<file path="src/rtl/divmod_seq.sv">
// -----------------------------------------------------------------------------
// divmod_seq
//   Sequential restoring shift-subtract divider. Produces one quotient bit per
//   clock, so latency is fixed at WIDTH+1 cycles for a nonzero divisor and two
//   edges (accept + finish) for a zero divisor. Optional two's-complement mode
//   works on magnitudes internally and fixes up signs in the finish state
//   (truncation toward zero, remainder takes the dividend's sign).
//
// Parameters
//   WIDTH   operand/result width in bits (>= 2)
//   SIGNED  0 = unsigned operands, 1 = two's-complement operands
//
// Ports
//   clk          rising-edge clock
//   rst_n        asynchronous active-low reset
//   start        request, sampled only while idle
//   dividend     numerator, captured on the accepting edge
//   divisor      denominator, captured on the accepting edge
//   busy         high while a division is in progress (RUN or FIN)
//   done         one-cycle completion pulse
//   quotient     registered quotient of the last completed operation
//   remainder    registered remainder of the last completed operation
//   div_by_zero  registered divide-by-zero flag of the last completed operation
// -----------------------------------------------------------------------------
module divmod_seq #(
    parameter int WIDTH  = 32,
    parameter bit SIGNED = 1'b0
) (
    input  logic             clk,
    input  logic             rst_n,
    input  logic             start,
    input  logic [WIDTH-1:0] dividend,
    input  logic [WIDTH-1:0] divisor,
    output logic             busy,
    output logic             done,
    output logic [WIDTH-1:0] quotient,
    output logic [WIDTH-1:0] remainder,
    output logic             div_by_zero
);

    localparam int CNT_W = $clog2(WIDTH);

    typedef enum logic [1:0] {
        S_IDLE,
        S_RUN,
        S_FIN
    } state_e;

    state_e             state_q, state_d;
    logic [CNT_W-1:0]   cnt_q, cnt_d;
    logic [WIDTH-1:0]   prem_q, prem_d;      // partial remainder
    logic [WIDTH-1:0]   dvd_q, dvd_d;        // dividend bits shift out, quotient bits shift in
    logic [WIDTH-1:0]   dsr_q, dsr_d;        // divisor magnitude
    logic               neg_quo_q, neg_quo_d;
    logic               neg_rem_q, neg_rem_d;
    logic               dbz_pend_q, dbz_pend_d;
    logic [WIDTH-1:0]   quotient_q, quotient_d;
    logic [WIDTH-1:0]   remainder_q, remainder_d;
    logic               dbz_q, dbz_d;
    logic               done_q, done_d;

    // Trial subtraction: the shifted partial remainder needs WIDTH+1 bits,
    // and one more bit holds the borrow.
    logic [WIDTH:0]     prem_sh;
    logic [WIDTH+1:0]   trial;
    logic               borrow;

    assign prem_sh = {prem_q, dvd_q[WIDTH-1]};
    assign trial   = {1'b0, prem_sh} - {2'b00, dsr_q};
    assign borrow  = trial[WIDTH+1];

    // Whichever branch is kept is always smaller than the divisor, so bit
    // WIDTH of both candidates is zero and is dropped on purpose.
    logic unused_top_bits;
    assign unused_top_bits = prem_sh[WIDTH] ^ trial[WIDTH];

    // |x| in two's-complement mode; the most negative value maps to the
    // unsigned 2^(WIDTH-1), which still fits in WIDTH bits.
    function automatic logic [WIDTH-1:0] mag(input logic [WIDTH-1:0] x);
        return (SIGNED && x[WIDTH-1]) ? (-x) : x;
    endfunction

    always_comb begin
        // NOTE: every variable gets a default here first, so no path through
        // the case statement can leave one unassigned and infer a latch.
        state_d     = state_q;
        cnt_d       = cnt_q;
        prem_d      = prem_q;
        dvd_d       = dvd_q;
        dsr_d       = dsr_q;
        neg_quo_d   = neg_quo_q;
        neg_rem_d   = neg_rem_q;
        dbz_pend_d  = dbz_pend_q;
        quotient_d  = quotient_q;
        remainder_d = remainder_q;
        dbz_d       = dbz_q;
        done_d      = 1'b0;

        unique case (state_q)
            S_IDLE: begin
                if (start) begin
                    if (divisor == '0) begin
                        // Preload the result registers so FIN needs no
                        // special path: all-ones quotient, raw dividend.
                        dvd_d      = '1;
                        prem_d     = dividend;
                        neg_quo_d  = 1'b0;
                        neg_rem_d  = 1'b0;
                        dbz_pend_d = 1'b1;
                        state_d    = S_FIN;
                    end else begin
                        dvd_d      = mag(dividend);
                        dsr_d      = mag(divisor);
                        prem_d     = '0;
                        cnt_d      = CNT_W'(WIDTH - 1);
                        neg_quo_d  = SIGNED & (dividend[WIDTH-1] ^ divisor[WIDTH-1]);
                        neg_rem_d  = SIGNED & dividend[WIDTH-1];
                        dbz_pend_d = 1'b0;
                        state_d    = S_RUN;
                    end
                end
            end

            S_RUN: begin
                prem_d = borrow ? prem_sh[WIDTH-1:0] : trial[WIDTH-1:0];
                dvd_d  = {dvd_q[WIDTH-2:0], ~borrow};
                if (cnt_q == '0) begin
                    state_d = S_FIN;
                end else begin
                    cnt_d = cnt_q - 1'b1;
                end
            end

            S_FIN: begin
                // MIN / -1 needs no special case: the magnitude quotient is
                // 2^(WIDTH-1), signs agree, so the bit pattern is MIN itself.
                quotient_d  = neg_quo_q ? (-dvd_q) : dvd_q;
                remainder_d = neg_rem_q ? (-prem_q) : prem_q;
                dbz_d       = dbz_pend_q;
                done_d      = 1'b1;
                state_d     = S_IDLE;
            end

            default: state_d = S_IDLE;
        endcase
    end

    // NOTE: state registers use non-blocking assignments so every flop samples
    // the pre-edge values computed above, independent of statement order.
    always_ff @(posedge clk or negedge rst_n) begin
        if (!rst_n) begin
            state_q     <= S_IDLE;
            cnt_q       <= '0;
            prem_q      <= '0;
            dvd_q       <= '0;
            dsr_q       <= '0;
            neg_quo_q   <= 1'b0;
            neg_rem_q   <= 1'b0;
            dbz_pend_q  <= 1'b0;
            quotient_q  <= '0;
            remainder_q <= '0;
            dbz_q       <= 1'b0;
            done_q      <= 1'b0;
        end else begin
            state_q     <= state_d;
            cnt_q       <= cnt_d;
            prem_q      <= prem_d;
            dvd_q       <= dvd_d;
            dsr_q       <= dsr_d;
            neg_quo_q   <= neg_quo_d;
            neg_rem_q   <= neg_rem_d;
            dbz_pend_q  <= dbz_pend_d;
            quotient_q  <= quotient_d;
            remainder_q <= remainder_d;
            dbz_q       <= dbz_d;
            done_q      <= done_d;
        end
    end

    assign busy        = (state_q != S_IDLE);
    assign done        = done_q;
    assign quotient    = quotient_q;
    assign remainder   = remainder_q;
    assign div_by_zero = dbz_q;

endmodule

</file>
<file path="config.mk">
export PLATFORM = sky130hd
export DESIGN_NAME = divmod_seq
export DESIGN_NICKNAME = d
export VERILOG_FILES = /design/src/rtl/divmod_seq.sv
export SDC_FILE = /design/constraint.sdc
export NUM_CORES = 1
export LEC_CHECK = 0
export CAP_MARGIN = 0
export CORE_ASPECT_RATIO = 1.2
export CORE_MARGIN = 2
export CORE_UTILIZATION = 35
export CTS_CLUSTER_DIAMETER = 200
export DETAILED_ROUTE_END_ITERATION = 7
export PLACE_DENSITY = 0.6
export SLEW_MARGIN = 20
export SYNTH_ARGS = -nofsm -noshare
export SYNTH_HDL_FRONTEND = slang
export SYNTH_SLANG_ARGS = --single-unit
</file>
<file path="constraint.sdc">
create_clock -name clk -period 3.3 [get_ports clk]
set_input_delay 0.66 -clock clk [delete_from_list [all_inputs] [get_ports clk]]
set_output_delay 0.66 -clock clk [all_outputs]
set_load 0.02 [all_outputs]
</file>
# Word-level counts from Yosys, hierarchy flattened
# Cells that the tools add are included.
dict set report classes {
  n_addsub 2
  n_eq_ne 6
  n_mux 17
  n_bitwise 2
  n_reduce_logical 10
}
# operator n
set op_table {}
lappend op_table {{32-bit two-way mux} 5}
lappend op_table {{32-bit one-hot mux with 2 select lines} 2}
lappend op_table {{33-bit by 32-bit subtractor with 34-bit output} 1}
lappend op_table {{32-bit logical NOT} 1}
lappend op_table {{5-bit two-way mux} 3}
lappend op_table {{5-bit one-hot mux with 2 select lines} 1}
lappend op_table {{2-bit inequality test (second input constant)} 4}
lappend op_table {{2-bit two-way mux} 3}
lappend op_table {{2-bit AND reduction} 3}
lappend op_table {{5-bit logical NOT} 1}
lappend op_table {{5-bit by 1-bit subtractor with 5-bit output (second input constant)} 1}
lappend op_table {{2-bit one-hot mux with 2 select lines} 1}
lappend op_table {{4-bit AND reduction} 1}
lappend op_table {{2-bit nonzero test} 2}
lappend op_table {{3-bit AND reduction} 1}
lappend op_table {{2-bit by 1-bit == test with 1-bit output (second input constant)} 1}
lappend op_table {{2-bit == test (second input constant)} 1}
lappend op_table {{2-bit logical NOT} 1}
lappend op_table {{1-bit two-way mux} 2}
lappend op_table {{1-bit inverter} 2}
dict set report totals {
  reg_bits 170
  inputBits 67
  output_inout_bits 67
  wordCells 47
}

# Logic depth before layout (Yosys ltp)
dict set report logic_depth {
  depth_word 4
  ltp_mapped 14
  mapped_depth_nobuf 12
}

# Worst setup path after synthesis
# Ideal clock, no wire load.
dict set report synth_path {
  path_kind {register to register}
  startpoint {register prem_q[2]}
  endpoint {register prem_q[24]}
  setup_ps 119
  t_arrival_ps 2869
  required_time_ps 3181
  path_slack_ps 312
  stages_incl_launch_ff 13
  path_buffers 2
  synth_period_minus_slack_ps 2988
  cell_sequence {dfrtp_1 -> ha_1 -> and2_1 -> o211ai_1 -> a2111o_1 -> a2111oi_2 -> nor3b_1 -> o311a_1 -> buf_6 -> buf_2 -> nand2_1 -> o31ai_1 -> o21a_1}
}
dict set report synth_via {
  elab_chain_cells 3
}
# item line_no
set synth_rtl {}
lappend synth_rtl {{start: declaration} 51} ;# logic [WIDTH-1:0] prem_q, prem_d;
lappend synth_rtl {{start signal: assignment} 167} ;# prem_q <= prem_d;
lappend synth_rtl {{33-bit by 32-bit subtractor with 34-bit output} 69} ;# assign trial = {1'b0, prem_sh} - {2'b00, dsr_q};
lappend synth_rtl {{32-bit two-way mux} 125} ;# prem_d = borrow ? prem_sh[WIDTH-1:0] : trial[WIDTH-1:0];
lappend synth_rtl {{32-bit one-hot mux with 2 select lines} 99} ;# unique case (state_q)
# Every way passes these cells.
# A chain may end at the register's enable or synchronous reset.

# Worst setup path after layout
dict set report layout_path {
  startpoint {register prem_q[8]}
  endpoint {register prem_q[28]}
}
# Same word-level chain as after synthesis.

==> impl_metrics.csv <==
group,metric,value,unit
cts,holdBufCountCts,0,
synthesis,synthArstFlopShare,1.000,
power_and_ir_drop,p_per_area,1238,nW/um2
place,dp_hpwl,18570,um
setup_path,cp_data_required_time,3.61,ns
global_routing,grt.busiest_layer,"met2",
min_path,hp-class,"input port to async pin",
routing,antenna_left,0,
routing,routed-via-count,7469,
routing,wl,25040,um
final_layout,nNetsFinal,1178,
power_and_ir_drop,p_leak,5.066,nW
synthesis,synth_flop_cell,"dfrtp_1",
synthesis,synth_area_per_cell,9.790,um2
setup_path,path_max_fanout,5,
floorplan,die_area,27120,um2
cts,cts_tree,"built",
floorplan,rows,64,
global_routing,antenna_found_initial,0,
cts,root_buffer,"clkbuf_16",
global_routing,grt_overflow,0,
global_routing,grt_pass1_wl,40170,um
synthesis,synth.distinct_cells,55,
routing,first_pass_iters,5,
cts,cts.path.max_buffers,2,
timing,setup_slack,0.1175,ns
place,dp_cells,1385,
cts,clkSinkCount,170,
place,post-place-ws,0.06467,ns
synthesis,synth_edf_count,0,
setup_path,critPathArrivalTime,3.49,ns
final_layout,drive_gt1_frac,0.1772,
setup_path,end_kind,"flop",
global_routing,met3_usage,0.02658,
routing,vias_per_cell,5.264,
power_and_ir_drop,ir_drop,0.0004976,V
timing,skew,0.01059,ns
timing,hold_viol,0,
job,maxCapViolations,0,
cts,cts_htree_levels,4,
timing,worst_slew_pin_slew,0.9858,ns
timing,setup_viol,0,
timing,rsz0062_at_grt,"false",
final_layout,instances_no_fill,1419,
setup_path,crit_type,"flop to flop",
synthesis,yosys_register_bits,170,
routing,drc_errors,0,
global_routing,use_met2,0.2942,
final_layout,fin_util,0.4590,
routing,wire_per_inst,17.65,um
timing,slew_viol_final,0,
floorplan,core-area,25460,um2
cts,path_clk_slew,0.07,ns
final_layout,fillers,2466,
floorplan,die_y,180.0,um
synthesis,synth_nets,1025,
outcome,outcome,"finished clean",
timing,min_period,3.183,ns
synthesis,synthTopCellsByArea,"dfrtp_1 (47%), mux2_2 (12%), ha_1 (4.7%)",
floorplan,start_util,0.3549,
cts,cts_made_buffers,17,
setup_path,critPathLaunchType,"flop",
synthesis,synth.largest_area_cell,"dfrtp_1",
routing,first_iter_violations,407,
global_routing,grt_pass1_vias,7364,
cts,worst_skew_pair.late_latency,0.43,ns
global_routing,grt.total_usage,0.1886,
synthesis,synth_top_area_frac,0.4708,
timing,period_share,0.9644,
global_routing,grt_max_degree,58,
global_routing,grt_use_met1,0.2724,
synthesis,synth_seq_area_share,0.4708,
place,gp_congestion,0.9238,
timing,setup-tns-final,0,ns
final_layout,n_antenna_cell,0,
timing,holdWs,0.2054,ns
timing,fmax,314.2,MHz
floorplan,io_pins,134,
synthesis,netlist_area,9036,um2
floorplan,fp.dieW,150.7,um
final_layout,area_growth_syn_to_layout,29.35,%
timing,slew-limit-headroom,0.3428,
synthesis,ys.warnings.count,0,
place,numPortBuffers,133,
final_layout,layout_common_cells,"dfrtp_1 (170), clkdlybuf4s50_1 (132), mux2_2 (96)",
final_layout,final_common_cell,"dfrtp_1",
synthesis,synthesis.instances,923,
==> critical path, stage by stage (launching register included) <==
cell and delay (ns):
dfrtp_1 0.42, ha_1 0.33, buf_4 0.16, a21oi_1 0.18
nor2_1 0.06, a211oi_1 0.48, a21oi_1 0.15, o21ai_1 0.37
a21oi_1 0.18, o41ai_1 0.43, xor2_1 0.20, o21ai_0 0.09
==> metrics by stage <==
step	instance area [um2]	total power [W]
6_report	11690	0.01447
5_1_grt	11690	0.01565
4_1_cts	11650	0.01446
3_5_place_dp	11050	0.01236
3_3_place_gp	11050	0.01220
2_1_floorplan	9036	0.009461
==> worst paths after layout <==
| path | startpoint | endpoint | slack, ns | cells after the start |
|---|---|---|---|---|
| worst min register to register | dvd_q[5] | dvd_q[5] | 0.50 | 2 |
| max in group asynchronous | rst_n | quotient[4] | 2.32 | 2 |
| worst min-delay path | rst_n | remainder[26] | 0.21 | 1 |
| worst max register to register | prem_q[8] | prem_q[28] | 0.12 | 11 |
| worst max-delay path | prem_q[8] | prem_q[28] | 0.12 | 11 |
| min in group clk | dvd_q[5] | dvd_q[5] | 0.50 | 2 |
==> power by group <==
part | leakage (nW) | internal [W] | switching [W] | total (W)
sequential | 2.04 | 0.00314 | 0.000753 | 0.00389
clock | 0.282 | 0.00118 | 0.000874 | 0.00206
combinational | 2.74 | 0.00389 | 0.00463 | 0.00852
total | 5.07 | 0.00821 | 0.00626 | 0.0145
==> final cells by class <==
type | count | area, um2 | area share
tap | 330 | 412.9 | 0.03532
sequential | 170 | 4254 | 0.3639
timing repair buffer | 184 | 1790 | 0.1532
multi-input combinational | 655 | 4447 | 0.3804
clock inverter | 12 | 137.6 | 0.01177
clock buffer | 20 | 466.7 | 0.03993
inverter | 48 | 180.2 | 0.01541
==> kinds of logic (layout without fill, tap and decap cells) <==
logic type,count (synthesis),after routing,synth area share
AND/OR/NAND/NOR,269,269,0.1315
flip-flops,170,170,0.4708
adder cells (fa/ha/maj),35,35,0.04929
AO/OA/AOI/OAI,223,223,0.1548
XOR/XNOR,27,27,0.02617
buffers and inverters,98,264,0.04223
multiplexers,101,101,0.1252
==> layer usage <==
| layer | vias up | wire length, um |
|---|---|---|
| met5 | - | 0 |
| met4 | 0 | 431 |
| met3 | 32 | 1293 |
| met2 | 225 | 11560 |
| met1 | 3629 | 11750 |
| li1 | 3583 | - |
==> flip-flops by register name, indices dropped and copies added, names as in the netlist <==
register,cells
cnt_q,5
dbz_pend_q,1
div_by_zero,1
done,1
dsr_q,32
dvd_q,32
prem_q,32
quotient,32
remainder,32
state_q,2
==> timing repair <==
item                                    in CTS  in global routing
resized for setup                            0                  6
hold endpoints to repair                     0                  0
endpoints found under the setup margin       0                 19
buffers inserted                             0                  2
==> Yosys cell counts (12+ instances only) <==
master,n
nor3_1,43
ha_1,34
clkbuf_1,38
o21ai_0,32
xor2_1,12
nor2_1,91
o31ai_1,36
xnor2_1,15
dfrtp_1,170
a21oi_1,79
inv_1,47
a31oi_1,16
mux2_2,96
nand2_1,86
No activity file was read; power rests on OpenSTA's default activity.
